### src/rtl/addern_pkg.sv
// Shared types and helpers for the pipelined adder/subtractor.
// Segment arithmetic is sized to SEG_MAX; callers zero-extend their narrower segments.
package addern_pkg;

  localparam int SEG_MAX = 64;

  // Returns {carry, sum} for a zero-extended segment plus carry-in.
  function automatic logic [SEG_MAX:0] seg_add(
    input logic [SEG_MAX-1:0] a_seg,
    input logic [SEG_MAX-1:0] b_seg,
    input logic               c
  );
    return {1'b0, a_seg} + {1'b0, b_seg} + {{SEG_MAX{1'b0}}, c};
  endfunction

  function automatic bit params_ok(input int n, input int seg);
    return (seg >= 1) && (seg <= SEG_MAX) && (n >= seg) && ((n % seg) == 0);
  endfunction

endpackage

### src/rtl/addern_pipe_if.sv
// Operand/result handshake bundle for addern_pipe.
// master drives operands and consumes results; slave is the adder.
interface addern_pipe_if #(parameter int N = 16) ();

  logic         in_valid;
  logic         in_ready;
  logic [N-1:0] a;
  logic [N-1:0] b;
  logic         cin;
  logic         sub;
  logic         out_valid;
  logic         out_ready;
  logic [N-1:0] s;
  logic         cout;
  logic         overflow;
  logic         ovf_clr;
  logic         ovf_sticky;

  modport master (
    output in_valid, a, b, cin, sub, out_ready, ovf_clr,
    input  in_ready, out_valid, s, cout, overflow, ovf_sticky
  );

  modport slave (
    input  in_valid, a, b, cin, sub, out_ready, ovf_clr,
    output in_ready, out_valid, s, cout, overflow, ovf_sticky
  );

endinterface

### src/rtl/addern_seg.sv
// One pipeline stage: adds segment K of the travelling operands and forwards the carry.
// Lower segments of a_vec already hold finished sum bits; upper segments are untouched operands.
module addern_seg
  import addern_pkg::*;
#(
  parameter int N   = 16,
  parameter int SEG = 8,
  parameter int K   = 0
) (
  input  logic         clk,
  input  logic         rst,
  input  logic         adv,
  input  logic         in_valid,
  input  logic [N-1:0] in_a,
  input  logic [N-1:0] in_b,
  input  logic         in_c,
  input  logic         in_amsb,
  input  logic         in_bmsb,
  input  logic         in_sub,
  output logic         out_valid,
  output logic [N-1:0] out_a,
  output logic [N-1:0] out_b,
  output logic         out_c,
  output logic         out_amsb,
  output logic         out_bmsb,
  output logic         out_sub
);

  logic             valid_q, valid_d;
  logic [N-1:0]     a_q, a_d;
  logic [N-1:0]     b_q, b_d;
  logic             c_q, c_d;
  logic             amsb_q, amsb_d;
  logic             bmsb_q, bmsb_d;
  logic             sub_q, sub_d;
  logic [SEG_MAX:0] res;

  always_comb begin
    res    = seg_add(SEG_MAX'(in_a[K*SEG +: SEG]), SEG_MAX'(in_b[K*SEG +: SEG]), in_c);
    valid_d = valid_q;
    a_d     = a_q;
    b_d     = b_q;
    c_d     = c_q;
    amsb_d  = amsb_q;
    bmsb_d  = bmsb_q;
    sub_d   = sub_q;
    if (adv) begin
      valid_d             = in_valid;
      a_d                 = in_a;
      a_d[K*SEG +: SEG]   = res[SEG-1:0];
      b_d                 = in_b;
      // Inputs are zero-extended, so every bit above SEG-1 is either the carry or zero.
      c_d                 = |res[SEG_MAX:SEG];
      amsb_d              = in_amsb;
      bmsb_d              = in_bmsb;
      sub_d               = in_sub;
    end
  end

  always_ff @(posedge clk) begin
    if (rst) begin
      valid_q <= 1'b0;
      a_q     <= '0;
      b_q     <= '0;
      c_q     <= 1'b0;
      amsb_q  <= 1'b0;
      bmsb_q  <= 1'b0;
      sub_q   <= 1'b0;
    end else begin
      valid_q <= valid_d;
      a_q     <= a_d;
      b_q     <= b_d;
      c_q     <= c_d;
      amsb_q  <= amsb_d;
      bmsb_q  <= bmsb_d;
      sub_q   <= sub_d;
    end
  end

  assign out_valid = valid_q;
  assign out_a     = a_q;
  assign out_b     = b_q;
  assign out_c     = c_q;
  assign out_amsb  = amsb_q;
  assign out_bmsb  = bmsb_q;
  assign out_sub   = sub_q;

endmodule

### src/rtl/addern_pipe.sv
// Pipelined N-bit adder/subtractor, one SEG-bit segment per stage, valid/ready handshake.
// Final stage registers drive s/cout directly; overflow is decoded from registered sign bits.
module addern_pipe
  import addern_pkg::*;
#(
  parameter int N   = 16,
  parameter int SEG = 8
) (
  input logic         clk,
  input logic         rst,
  addern_pipe_if.slave bus
);

  localparam int STAGES = N / SEG;

  if (!params_ok(N, SEG)) begin : g_bad_params
    $error("addern_pipe: N must be a positive multiple of SEG");
  end

  logic         adv;
  logic         valid_v [STAGES+1];
  logic [N-1:0] a_v     [STAGES+1];
  logic [N-1:0] b_v     [STAGES+1];
  logic         c_v     [STAGES+1];
  logic         amsb_v  [STAGES+1];
  logic         bmsb_v  [STAGES+1];
  logic         sub_v   [STAGES+1];
  logic         sticky_q, sticky_d;
  logic         unused_tail;

  // All stages share one enable; bubbles stay in place rather than collapsing.
  assign adv = !bus.out_valid || bus.out_ready;

  assign valid_v[0] = bus.in_valid;
  assign a_v[0]     = bus.a;
  assign b_v[0]     = bus.sub ? ~bus.b : bus.b;
  assign c_v[0]     = bus.sub ? 1'b1 : bus.cin;
  assign amsb_v[0]  = bus.a[N-1];
  assign bmsb_v[0]  = b_v[0][N-1];
  assign sub_v[0]   = bus.sub;

  for (genvar k = 0; k < STAGES; k++) begin : g_stage
    addern_seg #(.N(N), .SEG(SEG), .K(k)) u_seg (
      .clk      (clk),
      .rst      (rst),
      .adv      (adv),
      .in_valid (valid_v[k]),
      .in_a     (a_v[k]),
      .in_b     (b_v[k]),
      .in_c     (c_v[k]),
      .in_amsb  (amsb_v[k]),
      .in_bmsb  (bmsb_v[k]),
      .in_sub   (sub_v[k]),
      .out_valid(valid_v[k+1]),
      .out_a    (a_v[k+1]),
      .out_b    (b_v[k+1]),
      .out_c    (c_v[k+1]),
      .out_amsb (amsb_v[k+1]),
      .out_bmsb (bmsb_v[k+1]),
      .out_sub  (sub_v[k+1])
    );
  end

  assign unused_tail = ^{b_v[STAGES], sub_v[STAGES]};

  assign bus.in_ready  = adv;
  assign bus.out_valid = valid_v[STAGES];
  assign bus.s         = a_v[STAGES];
  assign bus.cout      = c_v[STAGES];
  assign bus.overflow  = (amsb_v[STAGES] == bmsb_v[STAGES]) &&
                         (a_v[STAGES][N-1] != amsb_v[STAGES]);

  // Set takes priority over clear when both happen in one cycle.
  always_comb begin
    sticky_d = sticky_q;
    if (bus.ovf_clr) sticky_d = 1'b0;
    if (bus.out_valid && bus.out_ready && bus.overflow) sticky_d = 1'b1;
  end

  always_ff @(posedge clk) begin
    if (rst) sticky_q <= 1'b0;
    else     sticky_q <= sticky_d;
  end

  assign bus.ovf_sticky = sticky_q;

endmodule

### src/flat_wrapper.sv
// flat-port wrapper written by rule: the top's interface ports become plain ports
module addern_pipe_flat import addern_pkg::*;
#(
  parameter int N   = 16,
  parameter int SEG = 8
)
  (clk, rst, bus_in_valid, bus_a, bus_b, bus_cin, bus_sub, bus_out_ready, bus_ovf_clr, bus_in_ready, bus_out_valid, bus_s, bus_cout, bus_overflow, bus_ovf_sticky);
  addern_pipe_if #(.N(N)) bus_i ();
  input logic clk;
  input logic rst;
  input wire logic [$bits(bus_i.in_valid)-1:0] bus_in_valid;
  input wire logic [$bits(bus_i.a)-1:0] bus_a;
  input wire logic [$bits(bus_i.b)-1:0] bus_b;
  input wire logic [$bits(bus_i.cin)-1:0] bus_cin;
  input wire logic [$bits(bus_i.sub)-1:0] bus_sub;
  input wire logic [$bits(bus_i.out_ready)-1:0] bus_out_ready;
  input wire logic [$bits(bus_i.ovf_clr)-1:0] bus_ovf_clr;
  output wire logic [$bits(bus_i.in_ready)-1:0] bus_in_ready;
  output wire logic [$bits(bus_i.out_valid)-1:0] bus_out_valid;
  output wire logic [$bits(bus_i.s)-1:0] bus_s;
  output wire logic [$bits(bus_i.cout)-1:0] bus_cout;
  output wire logic [$bits(bus_i.overflow)-1:0] bus_overflow;
  output wire logic [$bits(bus_i.ovf_sticky)-1:0] bus_ovf_sticky;
  assign bus_i.in_valid = bus_in_valid;
  assign bus_i.a = bus_a;
  assign bus_i.b = bus_b;
  assign bus_i.cin = bus_cin;
  assign bus_i.sub = bus_sub;
  assign bus_i.out_ready = bus_out_ready;
  assign bus_i.ovf_clr = bus_ovf_clr;
  assign bus_in_ready = bus_i.in_ready;
  assign bus_out_valid = bus_i.out_valid;
  assign bus_s = bus_i.s;
  assign bus_cout = bus_i.cout;
  assign bus_overflow = bus_i.overflow;
  assign bus_ovf_sticky = bus_i.ovf_sticky;
  addern_pipe #(.N(N), .SEG(SEG)) u_core (.clk(clk), .rst(rst), .bus(bus_i));
endmodule
### config.mk
export PLATFORM = sky130hd
export DESIGN_NAME = addern_pipe_flat
export DESIGN_NICKNAME = d
export VERILOG_FILES = /design/src/rtl/addern_pkg.sv /design/src/rtl/addern_pipe_if.sv /design/src/rtl/addern_seg.sv /design/src/rtl/addern_pipe.sv /design/src/flat_wrapper.sv
export SDC_FILE = /design/constraint.sdc
export NUM_CORES = 1
export LEC_CHECK = 0
export ABC_CLOCK_PERIOD_IN_PS = 2430
export BUFFER_PORTS_ARGS = -buffer_cell sky130_fd_sc_hd__buf_2
export CAP_MARGIN = 10
export CORE_UTILIZATION = 40
export CTS_CLUSTER_SIZE = 40
export DETAILED_ROUTE_END_ITERATION = 8
export GPL_TIMING_DRIVEN = 0
export PLACE_DENSITY = 0.69
export SETUP_SLACK_MARGIN = 0.3
export SYNTH_ARGS = -nofsm -noshare
export SYNTH_HDL_FRONTEND = slang
export SYNTH_HIERARCHICAL = 1
export SYNTH_SLANG_ARGS = --single-unit
### constraint.sdc
create_clock -name clk -period 2.43 [get_ports clk]
set_input_delay 0.243 -clock clk [delete_from_list [all_inputs] [get_ports clk]]
set_output_delay 0.243 -clock clk [all_outputs]
set_load 0.02 [all_outputs]
==> metrics.csv, run 1 <==
stage,metric,value,unit
min_path,path category of the worst min-delay check,in2reg,
clock_network,number of buffers inserted by hold repair at cts,0,
timing,worst slew pin tran,430.1,ps
worst_setup_path,capturing element type of the critical path,flip-flop,
floorplanning,area of the die,6846,um2
clock_network,maximum count of clock buffers along a single path,2,
grt,overflow left after global routing,0,
pwr,maximum resistive drop on vdd,305.7,uV
timing,final worst hold slack,177.1,ps
clock_network,number of clock buffers inserted by TritonCTS,5,
timing,final number of max-transition violations,0,
floorplanning,overall die height,82.74,um
routing,count of TritonRoute iterations in the first routing pass,4,
clock_network,sink count of the clock tree,49,
timing,Final TNS setup,0,ps
routing,DRC viols,0,
timing,relative slew slack,71.32,%
routing,post-detailed-route count of antenna-violating nets,0,
floorplanning,number of ports placed on the die boundary,60,
place,Placed Cells incl. Taps,406,
timing,final count of negative-setup-slack endpoints,0,
job,number of max-capacitance violations reported,0,
clock_network,clock tree from TritonCTS,done,
place,weighted congestion at the end of routability-driven global placement,0.7768,
clock_network,H-tree levels,2,
clock_network,post-CTS repair timing setup buffer count,0,
routing,detailed-route wire length per cell,12.90,um
place,# port buffers,58,
routing,via count,2076,
finish,fin cells,413,
clock_network,clock latency on the worst-skew pair,290,ps
worst_setup_path,critical path type,in2reg,
finish,cell area after layout,3095,um2
floorplanning,floorplan die width,82.74,um
timing,final worst-path setup slack,452.4,ps
timing,RSZ-0062 raised after global routing,false,
pwr,PwrDens,612.1,nW/um2
grt,maximum number of pins on one net before global-route repair,15,
timing,setup skew after layout,10.16,ps
timing,Max Clk Rate,505.7,MHz
grt,GRT Util Overall,17.04,%
place,placement-stage cell area,3005,um2
pwr,overall power consumption,1.895,mW
routing,count of routing violations after the opening detailed-route iteration,59,
timing,share of the cycle needed by the critical path after routing,81.38,%
grt,global-route wire length before repair,8.742,mm
finish,core occupancy in the finished layout,49.03,%
logic_synthesis,combined area of all synthesized cells,2608,um2
worst_setup_path,highest net fanout along the worst path,8,
finish,final antenna diode count,0,
place,HPWL after detailed placement,4.223,mm
worst_setup_path,startpoint type of the worst setup path,input pin,
clock_network,clock slew seen by the registers of the worst setup and hold paths,90,ps
floorplanning,starting density of the core,41.30,%
logic_synthesis,syn_area_per_cell,9.622,um2
finish,fillcell total,622,
finish,share of post-route cells with drive strength above 1,27.38,%
logic_synthesis,synth warn,6,
clock_network,post-cts gate resize count,0,
routing,drt total wl,5.329,mm
finish,Layout Nets,393,
clock_network,Clock Tree Root,sky130_fd_sc_hd__clkbuf_8,
status,result of the run,"finished, final reports clean",
finish,area occupied by multi-input gates,1506,um2
finish,register cell area after layout,980.9,um2
pwr,reported leakage power,1.590,nW
timing,final count of hold timing violations,0,
grt,vias in the first global route,1869,
grt,initial antenna violation count,0,
timing,minimum clock period,1978,ps
worst_setup_path,worst path arrival time,2180,ps
logic_synthesis,Post-Synthesis Net Count,328,
worst_setup_path,data required time of the critical path,2630,ps
floorplanning,core region area,6314,um2
finish,Layout Area Growth over Synthesis,18.71,%
floorplanning,# rows,29,
routing,DR vias/cell,5.027,
place,Setup WS pre-CTS,120.7,ps
logic_synthesis,cells after synthesis,271,
state kept, by name, indices dropped and copies added, names as in the netlist:
register and count:
u_core/g_stage.u_seg/out_a 32, u_core/g_stage.u_seg/out_b 8, u_core/g_stage.u_seg/out_amsb 2, u_core/g_stage.u_seg/out_bmsb 2, u_core/g_stage.u_seg/out_c 2, u_core/g_stage.u_seg/out_valid 2, u_core/bus.ovf_sticky 1
critical path, stage by stage:
cell                       delay (ps)
sky130_fd_sc_hd__buf_8            120
sky130_fd_sc_hd__or2_4            230
sky130_fd_sc_hd__fa_2             420
sky130_fd_sc_hd__fa_2             440
sky130_fd_sc_hd__a211oi_2         270
sky130_fd_sc_hd__o21a_1           190
sky130_fd_sc_hd__nor2_1            50
sky130_fd_sc_hd__o41ai_1          220
final cells by class:
type / count / area share [%]
Timing Repair Buffer: 58 / 9.378
Clock buffer: 6 / 2.668
Multi-Input combinational cell: 199 / 48.67
Inverter: 6 / 0.7276
Sequential cell: 49 / 31.69
Clock inverter: 1 / 0.2425
Tap cell: 77 / 3.112
Buffer: 17 / 3.517
worst paths after layout:
check / slack (ps) / endpoint / start / cells after the start
worst max-delay path: 450 / u_core/g_stage[0].u_seg/out_a[6] / bus_sub / 8
worst min-delay path: 180 / u_core/g_stage[0].u_seg/out_a[13] / bus_a[13] / 3
worst max register to register: 460 / u_core/g_stage[1].u_seg/out_a[14] / u_core/g_stage[0].u_seg/out_a[8] / 6
worst min register to register: 470 / u_core/g_stage[0].u_seg/out_a[3] / u_core/g_stage[0].u_seg/out_a[3] / 2
where the power goes:
part,switching [mW],internal (mW),total [mW]
Combinational,0.266,0.218,0.484
Clock,0.255,0.225,0.480
Sequential,0.0460,0.884,0.930
per-layer routing:
layer	share of wire (%)	track usage [%]
met5	0	0
met4	0.60	4.655
met3	5.1	3.736
met2	49	27.46
met1	45	22.82
layout by cell type (no fill, tap or decap), types with 3 or more instances in the layout:
cell type	instances
sky130_fd_sc_hd__nand2_1	12
sky130_fd_sc_hd__nor2_1	41
sky130_fd_sc_hd__o21a_1	3
sky130_fd_sc_hd__clkbuf_1	4
sky130_fd_sc_hd__nand3_1	4
sky130_fd_sc_hd__o21bai_1	3
sky130_fd_sc_hd__dfxtp_1	49
sky130_fd_sc_hd__clkbuf_8	6
sky130_fd_sc_hd__inv_1	5
sky130_fd_sc_hd__mux2i_1	34
sky130_fd_sc_hd__nand2b_1	3
sky130_fd_sc_hd__a21oi_1	11
sky130_fd_sc_hd__nor3_1	4
sky130_fd_sc_hd__xnor2_1	5
sky130_fd_sc_hd__buf_2	65
sky130_fd_sc_hd__a211oi_1	6
sky130_fd_sc_hd__xor2_1	16
sky130_fd_sc_hd__o21ai_0	8
sky130_fd_sc_hd__a211oi_2	3
sky130_fd_sc_hd__ha_1	14
No activity file was read; power rests on OpenSTA's default activity.
==> run 2: changes to the inputs <==
--- a/config.mk
+++ b/config.mk
@@ -5,7 +5,8 @@
 export SDC_FILE = /design/constraint.sdc
 export NUM_CORES = 1
 export LEC_CHECK = 0
-export ABC_CLOCK_PERIOD_IN_PS = 2430
+export ABC_AREA = 1
+export ABC_CLOCK_PERIOD_IN_PS = 1800
 export BUFFER_PORTS_ARGS = -buffer_cell sky130_fd_sc_hd__buf_2
 export CAP_MARGIN = 10
 export CORE_UTILIZATION = 40
==> constraint.sdc (replaced) <==
create_clock -name clk -period 1.8 [get_ports clk]
set_input_delay 0.18 -clock clk [delete_from_list [all_inputs] [get_ports clk]]
set_output_delay 0.18 -clock clk [all_outputs]
set_load 0.02 [all_outputs]
==> metrics.csv, run 2 <==
stage,metric,value,unit
routing,drt total wl,6.216,mm
logic_synthesis,cells after synthesis,376,
timing,final worst hold slack,91.82,ps
logic_synthesis,syn_area_per_cell,7.304,um2
floorplanning,number of ports placed on the die boundary,60,
finish,"flip-flop count of the largest register, all copies and words added",32,
routing,detailed-route wire length per cell,11.75,um
grt,global-route wire length before repair,10.46,mm
worst_setup_path,highest net fanout along the worst path,2,
min_path,path category of the worst min-delay check,in2reg,
timing,final count of negative-setup-slack endpoints,0,
worst_setup_path,startpoint type of the worst setup path,flip-flop,
clock_network,number of clock buffers inserted by TritonCTS,5,
floorplanning,core region area,6495,um2
place,Placed Cells incl. Taps,511,
worst_setup_path,worst setup path startpoint,u_core/g_stage[0].u_seg/out_a[8],
clock_network,sink count of the clock tree,49,
grt,initial antenna violation count,0,
pwr,total net switching power,938.9,uW
finish,final antenna diode count,0,
worst_setup_path,worst path arrival time,2010,ps
place,# port buffers,58,
floorplanning,starting density of the core,42.28,%
timing,Max Clk Rate,556.2,MHz
grt,GRT Util Overall,18.25,%
floorplanning,area of the die,7201,um2
status,result of the run,"complete, but fails checks",
clock_network,clock slew seen by the registers of the worst setup and hold paths,90,ps
worst_setup_path,Critical path destination,u_core/g_stage[1].u_seg/out_a[10],
pwr,combinational share of power,31.8,%
job,number of max-capacitance violations reported,0,
worst_setup_path,capturing element type of the critical path,flip-flop,
clock_network,clock tree from TritonCTS,done,
timing,relative slew slack,79.64,%
clock_network,maximum count of clock buffers along a single path,2,
clock_network,clock latency on the worst-skew pair,300,ps
timing,Final TNS setup,0,ps
finish,fillcell total,624,
clock_network,H-tree levels,2,
place,HPWL after detailed placement,4.705,mm
place,placement-stage cell area,3162,um2
worst_setup_path,endpoint of the lowest-slack register-to-register path,u_core/g_stage[1].u_seg/out_a[10],
finish,cell area after layout,3511,um2
worst_setup_path,number of cells on the worst reg-to-reg path,7,
logic_synthesis,combined area of all synthesized cells,2746,um2
pwr,part of the total power dissipated in sequential elements,44.5,%
timing,RSZ-0062 raised after global routing,true,
timing,final number of max-transition violations,0,
logic_synthesis,Post-Synthesis Net Count,433,
worst_setup_path,data required time of the critical path,2010,ps
worst_setup_path,flop2flop setup slack,2,ps
pwr,overall power consumption,2.852,mW
clock_network,number of buffers inserted by hold repair at cts,0,
routing,DR vias/cell,4.733,
routing,DRC viols,5,
routing,via count,2504,
grt,overflow left after global routing,0,
worst_setup_path,critical path type,reg2reg,
routing,post-detailed-route count of antenna-violating nets,0,
logic_synthesis,synth warn,6,
finish,fin cells,529,
status,violated checks,DRC,
timing,share of the cycle needed by the critical path after routing,99.89,%
floorplanning,floorplan die width,84.86,um
timing,minimum clock period,1798,ps
place,weighted congestion at the end of routability-driven global placement,0.8787,
finish,highest-count cells in the layout ignoring fill and taps,"sky130_fd_sc_hd__nor2_1 (88), sky130_fd_sc_hd__buf_2 (70), sky130_fd_sc_hd__dfxtp_1 (47), sky130_fd_sc_hd__nand2_1 (40), sky130_fd_sc_hd__o21ai_0 (36)",
finish,most frequent standard cell in the layout excluding fill and tap cells,sky130_fd_sc_hd__nor2_1,
timing,worst slew pin tran,304.4,ps
pwr,Sw Share,32.92,%
floorplanning,overall die height,84.86,um
grt,maximum number of pins on one net before global-route repair,16,
floorplanning,# rows,29,
pwr,clock share of power,23.7,%
finish,Layout Area Growth over Synthesis,27.84,%
worst_setup_path,Reg-to-Reg Start,u_core/g_stage[0].u_seg/out_a[8],
pwr,Cell Int Power,1.913,mW
finish,share of post-route cells with drive strength above 1,33.19,%
clock_network,Clock Tree Root,sky130_fd_sc_hd__clkbuf_8,
pwr,reported leakage power,1.802,nW
finish,Layout Nets,508,
timing,final count of hold timing violations,0,
grt,vias in the first global route,2395,
timing,setup skew after layout,8.821,ps
pwr,maximum resistive drop on vdd,386.2,uV
pwr,PwrDens,812.4,nW/um2
routing,count of TritonRoute iterations in the first routing pass,7,
routing,count of routing violations after the opening detailed-route iteration,113,
## run 2: changes by cell type in the layout (fill, tap and decap cells not counted), sizes merged, moves of 6 or more
cell    change
a211oi      -7
a21oi       -6
buf        +15
inv        +33
mux2i      -34
nand2      +44
nand3      +17
nand3b      +7
nor2       +48
o21ai      +28
## run 2: how the worst min path moves through the flow
stage                            start                                 to  slack, ps  cells after the start
after floorplan                    rst              u_core/bus.ovf_sticky        250                      1
after global placement    bus_in_valid  u_core/g_stage[0].u_seg/out_valid        400                      3
after detailed placement      bus_a[9]   u_core/g_stage[0].u_seg/out_a[9]        410                      3
after CTS                     bus_a[9]   u_core/g_stage[0].u_seg/out_a[9]         90                      3
after global routing         bus_a[10]  u_core/g_stage[0].u_seg/out_a[10]        100                      3
final                         bus_a[9]   u_core/g_stage[0].u_seg/out_a[9]         90                      3
## run 2: layout make-up
class | count | area [um2] | area share (%)
plain buffers | 22 | 157.7 | 4.490
clock inverters | 2 | 13.76 | 0.3920
multi-input cells | 267 | 1653 | 47.08
flip-flops and latches | 49 | 983.4 | 28.01
well taps | 77 | 96.34 | 2.744
repair buffers | 68 | 381.6 | 10.87
clock buffers | 6 | 82.58 | 2.352
inverters | 38 | 142.6 | 4.063
## run 2: power by group through the flow
stage	Combinational [mW]	Clock, mW	Sequential, mW
2_1_floorplan	0.513	0	1.34
3_5_place_dp	0.784	0	1.29
6_report	0.906	0.676	1.27
4_1_cts	0.803	0.703	1.27
3_3_place_gp	0.767	0	1.29
5_1_grt	1.02	0.742	1.29
## run 2: worst max-delay path, cell delays in order (launching register included)
cell and delay (ps):
sky130_fd_sc_hd__dfxtp_2 340, sky130_fd_sc_hd__fa_2 420, sky130_fd_sc_hd__fa_2 370, sky130_fd_sc_hd__buf_4 150, sky130_fd_sc_hd__buf_4 120, sky130_fd_sc_hd__xor2_1 150, sky130_fd_sc_hd__o21ai_1 120, sky130_fd_sc_hd__inv_1 40
## run 2: per-layer routing
metal	vias to the layer above	GRT usage [%]	share of wire (%)
met2	55	31.12	47
li1	1328	-	-
met1	1114	23.18	47
met3	7	3.405	4.6
met4	0	6.471	1.4
met5	-	0	0
## run 2: repair_timing
action / in CTS / in global routing
resized for setup: 6 / 29
endpoints found under the setup margin: 6 / 12
pin swaps: 6 / 20
buffers inserted: 2 / 8
gates cloned: 0 / 0
## run 2: stage by stage
stage,worst slack [ps],util [%]
global route,-74.12,54.06
floorplan,-10.57,-
global placement,-125.8,48.68
detailed placement,-136.2,48.68
finish,1.938,54.06
CTS,-10.24,50.65
==> run 3: changes to the inputs <==
--- a/config.mk
+++ b/config.mk
@@ -9,6 +9,7 @@
 export ABC_CLOCK_PERIOD_IN_PS = 1800
 export BUFFER_PORTS_ARGS = -buffer_cell sky130_fd_sc_hd__buf_2
 export CAP_MARGIN = 10
+export CORE_MARGIN = 2
 export CORE_UTILIZATION = 40
 export CTS_CLUSTER_SIZE = 40
 export DETAILED_ROUTE_END_ITERATION = 8
==> metrics.csv, run 3 (synthesized netlist as in run 2, its figures left out) <==
stage,metric,value,unit
routing,metal1 wirelength,2.937,mm
clock_network,sink count of the clock tree,49,
timing,relative slew slack,79.66,%
timing,Max Clk Rate,570.4,MHz
timing,RSZ-0062 raised after global routing,true,
finish,share of post-route cells with drive strength above 1,31.06,%
grt,global-route wire length before repair,10.41,mm
floorplanning,# rows,30,
clock_network,maximum count of clock buffers along a single path,2,
routing,drt total wl,6.149,mm
place,placement-stage cell area,3166,um2
worst_setup_path,endpoint of the lowest-slack register-to-register path,u_core/g_stage[1].u_seg/out_a[14],
routing,met3 WL,302,um
pwr,maximum resistive drop on vdd,305.3,uV
floorplanning,area of the die,7545,um2
routing,count of routing violations after the opening detailed-route iteration,151,
routing,detailed-route wire length per cell,11.51,um
status,result of the run,"finished, final reports clean",
clock_network,number of clock buffers inserted by TritonCTS,5,
floorplanning,core region area,6719,um2
routing,post-detailed-route count of antenna-violating nets,0,
worst_setup_path,Top Family by Delay on Critical Path,adder cells,
grt,initial antenna violation count,0,
clock_network,Clock Tree Root,sky130_fd_sc_hd__clkbuf_8,
timing,setup skew after layout,7.431,ps
floorplanning,overall die height,86.86,um
finish,Layout Nets,510,
place,weighted congestion at the end of routability-driven global placement,0.8028,
finish,"flip-flop count of the largest register, all copies and words added",32,
worst_setup_path,critical path type,reg2reg,
finish,most frequent standard cell in the layout excluding fill and tap cells,sky130_fd_sc_hd__nor2_1,
worst_setup_path,startpoint type of the worst setup path,flip-flop,
grt,GRT Util Overall,17.05,%
pwr,overall power consumption,2.783,mW
pwr,PwrDens,802.1,nW/um2
finish,Layout Area Growth over Synthesis,26.33,%
timing,share of the cycle needed by the critical path after routing,97.40,%
place,# port buffers,58,
finish,fillcell total,652,
clock_network,H-tree levels,2,
min_path,cell depth of the worst min-delay path,3,
worst_setup_path,highest net fanout along the worst path,3,
grt,overflow left after global routing,0,
min_path,path category of the worst min-delay check,in2reg,
worst_setup_path,Reg-to-Reg Start,u_core/g_stage[0].u_seg/out_c,
finish,highest-count cells in the layout ignoring fill and taps,"sky130_fd_sc_hd__nor2_1 (89), sky130_fd_sc_hd__buf_2 (70), sky130_fd_sc_hd__dfxtp_1 (47), sky130_fd_sc_hd__nand2_1 (46), sky130_fd_sc_hd__o21ai_0 (36)",
worst_setup_path,worst path arrival time,1950,ps
routing,met2 WL,2.844,mm
worst_setup_path,critical-path cell list,fa_2 -> fa_2 -> nand2_2 -> nand2_2 -> nand3b_1 -> nand2_1 -> nand2_1 -> nand3_2 -> nand2_1 -> inv_1,
routing,uppermost layer routed,met4,
routing,count of TritonRoute iterations in the first routing pass,4,
worst_setup_path,flop2flop setup slack,50,ps
finish,cell area after layout,3470,um2
floorplanning,number of ports placed on the die boundary,60,
floorplanning,starting density of the core,40.88,%
timing,final count of hold timing violations,0,
min_path,Hold Startpoint,bus_in_valid,
timing,worst slew pin tran,304.1,ps
finish,final antenna diode count,0,
worst_setup_path,capturing element type of the critical path,flip-flop,
clock_network,clock tree from TritonCTS,done,
job,number of max-capacitance violations reported,0,
worst_setup_path,largest incremental delay on the critical path,410,ps
clock_network,clock latency on the worst-skew pair,300,ps
place,HPWL after detailed placement,4.697,mm
worst_setup_path,cell with the biggest individual delay on the critical path,sky130_fd_sc_hd__fa_2,
worst_setup_path,buffering stage count on the worst path with inverters included,1,
worst_setup_path,number of cells on the worst reg-to-reg path,10,
routing,via count,2524,
clock_network,number of buffers inserted by hold repair at cts,0,
grt,maximum number of pins on one net before global-route repair,15,
grt,vias in the first global route,2365,
worst_setup_path,library cell appearing most often on the critical path,sky130_fd_sc_hd__nand2_1,
min_path,terminating pin of the worst hold path,u_core/g_stage[0].u_seg/out_valid,
routing,DR vias/cell,4.727,
timing,final count of negative-setup-slack endpoints,0,
routing,DRC viols,0,
timing,minimum clock period,1753,ps
pwr,reported leakage power,1.798,nW
floorplanning,floorplan die width,86.86,um
timing,Final TNS setup,0,ps
worst_setup_path,data required time of the critical path,2000,ps
timing,final number of max-transition violations,0,
clock_network,clock slew seen by the registers of the worst setup and hold paths,90,ps
run 3: cell count changes in the layout (fill, tap and decap cells not counted), moves of 2 or more:
cell,previous run,this run
sky130_fd_sc_hd__nor2_2,2,0
sky130_fd_sc_hd__ha_4,4,2
sky130_fd_sc_hd__ha_1,9,12
sky130_fd_sc_hd__clkbuf_1,1,3
sky130_fd_sc_hd__buf_6,4,7
sky130_fd_sc_hd__nand2_1,40,46
sky130_fd_sc_hd__nand2_4,3,1
sky130_fd_sc_hd__nand2_2,13,9
run 3: cell type report:
cell class | count | area [um2] | share of cell area (%)
multi-input cells | 267 | 1607 | 46.30
clock buffers | 7 | 76.32 | 2.200
plain buffers | 22 | 157.7 | 4.544
well taps | 80 | 100.1 | 2.885
clock inverters | 1 | 7.507 | 0.2164
inverters | 38 | 142.6 | 4.111
repair buffers | 70 | 395.4 | 11.40
flip-flops and latches | 49 | 983.4 | 28.34
run 3: power by group:
group	internal, mW	switching (mW)	leakage (nW)	total, mW
logic	0.392	0.500	1.35	0.892
registers	1.20	0.0659	0.407	1.27
clock network	0.275	0.348	0.0385	0.624
total	1.87	0.914	1.80	2.78
run 3: worst max path at each step:
stage	depth (start not counted)	endpoint	slack (ps)	start
after floorplan	12	u_core/g_stage[0].u_seg/out_a[6]	-10	bus_sub
after global placement	12	u_core/g_stage[0].u_seg/out_a[6]	-130	bus_sub
after detailed placement	12	u_core/g_stage[0].u_seg/out_a[6]	-150	bus_sub
after CTS	10	u_core/g_stage[1].u_seg/out_a[14]	40	u_core/g_stage[0].u_seg/out_a[8]
after global routing	10	u_core/g_stage[1].u_seg/out_a[14]	-50	u_core/g_stage[0].u_seg/out_c
final	10	u_core/g_stage[1].u_seg/out_a[14]	50	u_core/g_stage[0].u_seg/out_c
run 3: per-stage QoR:
stage               cells  hold slack (ps)  util [%]  setup slack (ps)
floorplan             376            249.1         -            -10.57
global placement      514            407.2     47.11            -133.0
detailed placement    514            413.6     47.11            -146.9
CTS                   526            99.38     48.88             37.42
global route          534            112.9     51.64            -46.80
finish                534            102.7     51.64             46.78
run 3: timing repair:
action | in CTS | in global routing
setup buffers | 4 | 8
pin swaps | 4 | 20
gates resized for setup | 3 | 25
endpoints found under the setup margin | 8 | 13
run 3: worst min-delay path, cell delays in order:
cell                     delay [ps]
sky130_fd_sc_hd__buf_2           80
sky130_fd_sc_hd__nor2_1          30
sky130_fd_sc_hd__nor2_1          80
run 3: routing by layer:
layer | vias up | track usage, %
met4 | 0 | 4.119
met1 | 1119 | 22.71
met3 | 6 | 2.559
met5 | - | 0
li1 | 1334 | -
met2 | 65 | 29.01
